## config.mk

```make
export PLATFORM = sky130hd
export DESIGN_NAME = dsp_mac_pipe
export DESIGN_NICKNAME = d
export VERILOG_FILES = /design/src/rtl/dsp_mac_pipe.sv
export SDC_FILE = /design/constraint.sdc
export NUM_CORES = 1
export LEC_CHECK = 0
export CELL_PAD_IN_SITES_DETAIL_PLACEMENT = 0
export CELL_PAD_IN_SITES_GLOBAL_PLACEMENT = 1
export CORE_MARGIN = 1.5
export CORE_UTILIZATION = 45
export DETAILED_ROUTE_END_ITERATION = 7
export PLACE_DENSITY_LB_ADDON = 0.1
export SYNTH_ARGS = -nofsm -noshare
export SYNTH_HDL_FRONTEND = slang
export SYNTH_SLANG_ARGS = --single-unit
```

## constraint.sdc

```tcl
create_clock -name clk_i -period 6 [get_ports clk_i]
set_input_delay 0.9 -clock clk_i [delete_from_list [all_inputs] [get_ports clk_i]]
set_output_delay 0.9 -clock clk_i [all_outputs]
set_load 0.02 [all_outputs]
```

## src/rtl/dsp_mac_pipe.sv

```systemverilog
// dsp_mac_pipe: 3-stage signed multiply-accumulate over first/last delimited groups, valid/ready both sides.
// Optional DSP_MAC_SAT_EN: saturate the accumulator on signed overflow instead of wrapping.
module dsp_mac_pipe #(
   parameter int N     = 8,
   parameter int ACC_W = 2*N+8
) (
   input  logic                    clk_i,
   input  logic                    rst_i,
   input  logic                    in_valid_i,
   output logic                    in_ready_o,
   input  logic signed [N-1:0]     x_i,
   input  logic signed [N-1:0]     y_i,
   input  logic                    in_first_i,
   input  logic                    in_last_i,
   output logic                    out_valid_o,
   input  logic                    out_ready_i,
   output logic signed [ACC_W-1:0] r_o,
   output logic                    ovf_o
);

   logic                    stall;
   logic [2:1]              vld_pipe_q;
   logic signed [N-1:0]     s1_x_q, s1_y_q;
   logic                    s1_first_q, s1_last_q;
   logic signed [2*N-1:0]   p_d, s2_p_q;
   logic                    s2_first_q, s2_last_q;
   logic signed [ACC_W-1:0] acc_q, acc_d, p_ext, sum;
   logic                    sticky_q, sticky_d, add_ovf;
   logic                    out_vld_q, out_vld_d, ovf_q, ovf_d;
   logic signed [ACC_W-1:0] r_q, r_d;

`ifdef DSP_MAC_SAT_EN
   localparam logic signed [ACC_W-1:0] ACC_MAX = {1'b0, {(ACC_W-1){1'b1}}};
   localparam logic signed [ACC_W-1:0] ACC_MIN = {1'b1, {(ACC_W-1){1'b0}}};
`endif

   assign stall      = out_vld_q & ~out_ready_i;
   assign in_ready_o = ~stall & ~rst_i;

   // Operands are sign-extended first so the low 2N bits hold the exact product,
   // including (-2^(N-1))^2.
   assign p_d = $signed({{N{s1_x_q[N-1]}}, s1_x_q}) * $signed({{N{s1_y_q[N-1]}}, s1_y_q});

   always_comb begin
      p_ext     = ACC_W'(s2_p_q);
      sum       = acc_q + p_ext;
      add_ovf   = (acc_q[ACC_W-1] == p_ext[ACC_W-1]) && (sum[ACC_W-1] != acc_q[ACC_W-1]);
      acc_d     = acc_q;
      sticky_d  = sticky_q;
      out_vld_d = out_vld_q;
      r_d       = r_q;
      ovf_d     = ovf_q;
      if (vld_pipe_q[2]) begin
         if (s2_first_q) begin
            acc_d    = p_ext;
            sticky_d = 1'b0;
         end else begin
            sticky_d = sticky_q | add_ovf;
`ifdef DSP_MAC_SAT_EN
            if (add_ovf) acc_d = acc_q[ACC_W-1] ? ACC_MIN : ACC_MAX;
            else         acc_d = sum;
`else
            acc_d = sum;
`endif
         end
      end
      if (vld_pipe_q[2] && s2_last_q) begin
         out_vld_d = 1'b1;
         r_d       = acc_d;
         ovf_d     = sticky_d;
      end else if (out_ready_i) begin
         out_vld_d = 1'b0;
      end
   end

   always_ff @(posedge clk_i) begin
      if (rst_i) begin
         vld_pipe_q <= '0;
         s1_x_q     <= '0;
         s1_y_q     <= '0;
         s1_first_q <= 1'b0;
         s1_last_q  <= 1'b0;
         s2_p_q     <= '0;
         s2_first_q <= 1'b0;
         s2_last_q  <= 1'b0;
         acc_q      <= '0;
         sticky_q   <= 1'b0;
         out_vld_q  <= 1'b0;
         r_q        <= '0;
         ovf_q      <= 1'b0;
      end else if (!stall) begin
         vld_pipe_q <= {vld_pipe_q[1], in_valid_i};
         s1_x_q     <= x_i;
         s1_y_q     <= y_i;
         s1_first_q <= in_first_i;
         s1_last_q  <= in_last_i;
         s2_p_q     <= p_d;
         s2_first_q <= s1_first_q;
         s2_last_q  <= s1_last_q;
         acc_q      <= acc_d;
         sticky_q   <= sticky_d;
         out_vld_q  <= out_vld_d;
         r_q        <= r_d;
         ovf_q      <= ovf_d;
      end
   end

   assign out_valid_o = out_vld_q;
   assign r_o         = r_q;
   assign ovf_o       = ovf_q;

endmodule

```

==> impl_metrics.ini <==
[sta]
tns_ns = 0
period_share_pct = 77.3
worst_slew_pin_slew_ns = 1.03
setup_viol = 0
finClkSkew_ns = 0.00794
min_period_ns = 4.64
rsz0062_at_grt = no
slew_viol_final = 0
slew_headroom_pct = 31.6
fmax_mhz = 216
final-hold-violation-count = 0

[power]
powerDensity_nw_per_um2 = 225
peakVddDrop_mv = 0.144
power_leakage_nw = 3.50

[synthesis]
synth_area_leader_cell = dfxtp_1
synth_top_area_share_pct = 25.1
syn_avg_cell_area_um2 = 8.12
synth_area_um2 = 7090
synth_flop_cell = dfxtp_1
yosys.cell_types.count = 62
synth.area.top_cells = dfxtp_1, fa_1, ha_1, nand2_1, a21oi_1
ys_warn_count = 0
syn_inst = 873
synth_edf_count = 0
syn_nets = 1003
async_flop_share_pct = 0
yosysSeqAreaShare_pct = 25.1
ys_ff_latch = 89

[placed_design]
portBuffers = 48
gp_routability_congestion = 0.834
post-dp-hpwl_um = 12400

[worst_setup_path]
timing.rr.start = s1_y_q[7]
end_kind = flop
path_buf_inv = 3
critPathSlowestCell = fa_1
crit_top_cell = fa_1
worstPathArrival_ns = 4.85
max_stage_delay_ns = 0.55
crit_path_max_fanout = 10
cp.required_ns = 6.21
start_kind = flop
worstPathCellList = nand2b_1 > fa_1 > fa_1 > inv_1 > fa_1 > inv_1 > fa_1 > inv_1 > ha_1 > a2111oi_0 > nor3_1 > a41oi_1 > a21oi_1 > xnor2_1 > a21oi_1
crit_start = s1_y_q[7]
worstSetupPathType = reg -> reg
crit_family = adder cells

[routing]
drt_iter0_markers = 188
wirelength_um = 16400
dr.pass1.iters = 5
vias = 5870
vias_per_cell = 5.29
wl_per_cell_um = 14.8
drc = 0
antenna_left = 0

[cells_and_area]
num-nets-final = 1024
areaGrowthSynthToFinish_pct = 13.2
final.fill_count = 1516
final_common_cell = nand2_1
final_layout_size_suffix_gt1_share_pct = 4.23
final_cell_mix = nand2_1, a21oi_1, inv_1, dfxtp_1, nor2_1
utilization_pct = 52.4
antenna_cells = 0

[global_route]
antenna_found_initial = 0
grt_start_max_net_pins = 51
track_usage_pct = 21.5
grt_pass1_wl_um = 28300
grt-ovfl-total = 0
grt_pass1_vias = 5933

[clocking]
post_cts_buffers = 0
cts_max_level = 3
numCtsBuffers = 9
cts_tree = done
cts_root_buf = clkbuf_16
clkSinkCount = 89
postCtsResizedCells = 0
clk_pin_slew_ns = 0.07
clockBufferDepth = 2
clock_latency_ns = 0.35
ctsHoldBuffers = 0

[floorplanning]
die_x_um = 128
io_pins = 49
fp.dieH_um = 128
row_count = 45
die-area_um2 = 16500
core_area_um2 = 15300
start_util_pct = 46.3

[run]
cap_violations = 0

[hold_path]
min_path_type = reg -> reg
worstHoldStart = r_o[16]

[status]
outcome = finished, final reports clean
==> synthesized netlist by cell type, types with 2 or more instances <==
cell type / n
nand4_1: 5
o31ai_1: 4
a21oi_1: 91
o311ai_4: 2
ha_1: 52
buf_1: 5
o211ai_1: 5
a211oi_1: 17
inv_1: 90
o21bai_1: 2
nor2_1: 58
a31oi_1: 8
o21a_1: 4
xor2_1: 13
fa_1: 56
a21o_1: 7
nor4_1: 2
mux2i_1: 11
o21ai_0: 36
nor2b_1: 12
a21oi_2: 2
clkbuf_1: 38
a32o_1: 2
xnor2_1: 14
dfxtp_1: 89
and3_1: 2
nand2_1: 137
o31a_1: 2
nand3_1: 6
and2_1: 41
or4_1: 2
or2_2: 2
a2111oi_0: 3
or3_1: 2
nand2b_1: 5
nor3_1: 19
nand4b_1: 2
==> path summary, 6_finish.rpt <==
kind / to / slack (ns) / depth (start not counted)
max: s2_p_q[15] / 1.36 / 15
min: r_o[16] / 0.45 / 2
max reg2reg: s2_p_q[15] / 1.36 / 15
min reg2reg: r_o[16] / 0.45 / 2
==> report_power, final <==
group          leakage (nW)  switching, mW  internal [mW]
logic                  2.63          0.301          0.227
registers             0.728         0.0511          0.630
clock network         0.150          0.257          0.340
==> stage by stage <==
stage	power [mW]	cell area (um^2)	hold slack, ns	cells	setup WS, ns
floorplan	1.10	7090	0.432	873	1.69
global placement	1.21	7710	0.439	1094	1.47
detailed placement	1.23	7710	0.446	1094	1.35
CTS	1.83	8020	0.453	1110	1.33
global route	1.93	8020	0.482	1110	1.11
finish	1.81	8020	0.450	1110	1.36
==> kinds of logic after synthesis <==
| family | after synthesis | share of synthesized area, % |
|---|---|---|
| compound gates | 202 | 18.0 |
| buf+inv | 135 | 7.20 |
| simple gates | 299 | 19.4 |
| mux | 12 | 1.71 |
| flops | 89 | 25.1 |
| xor+xnor | 28 | 3.57 |
| fa+ha+maj | 108 | 25.0 |
==> tightest hold or removal path, delay by kind of cell (launching register included) <==
family / cells / cell delay (ns)
flops: 1 / 0.31
simple gates: 1 / 0.05
compound gates: 1 / 0.05
==> final cells by class <==
| type | instances | area [um^2] | area share (%) |
|---|---|---|---|
| Tap cell | 211 | 264 | 3.29 |
| Timing Repair Buffer | 54 | 520 | 6.49 |
| Multi-Input combinational cell | 649 | 4800 | 59.9 |
| Inverter | 91 | 342 | 4.26 |
| Clock inverter | 6 | 72.6 | 0.905 |
| Sequential cell | 89 | 1780 | 22.2 |
| Clock buffer | 10 | 239 | 2.98 |
==> metal layers <==
layer	vias up	global-route usage [%]	share of wire (%)
met5	-	0	0
li1	2958	-	-
met2	81	38.0	49
met3	17	3.45	2.5
met1	2814	27.5	47
met4	0	5.35	1.3
==> registers in the layout, summed over array words and instances, names as in the netlist <==
name / count
acc_q: 24
out_valid_o: 1
ovf_o: 1
r_o: 24
s1_first_q: 1
s1_last_q: 1
s1_x_q: 8
s1_y_q: 8
s2_first_q: 1
s2_last_q: 1
s2_p_q: 16
sticky_q: 1
vld_pipe_q: 2
Note: power is estimated with default switching activity, not from simulation.
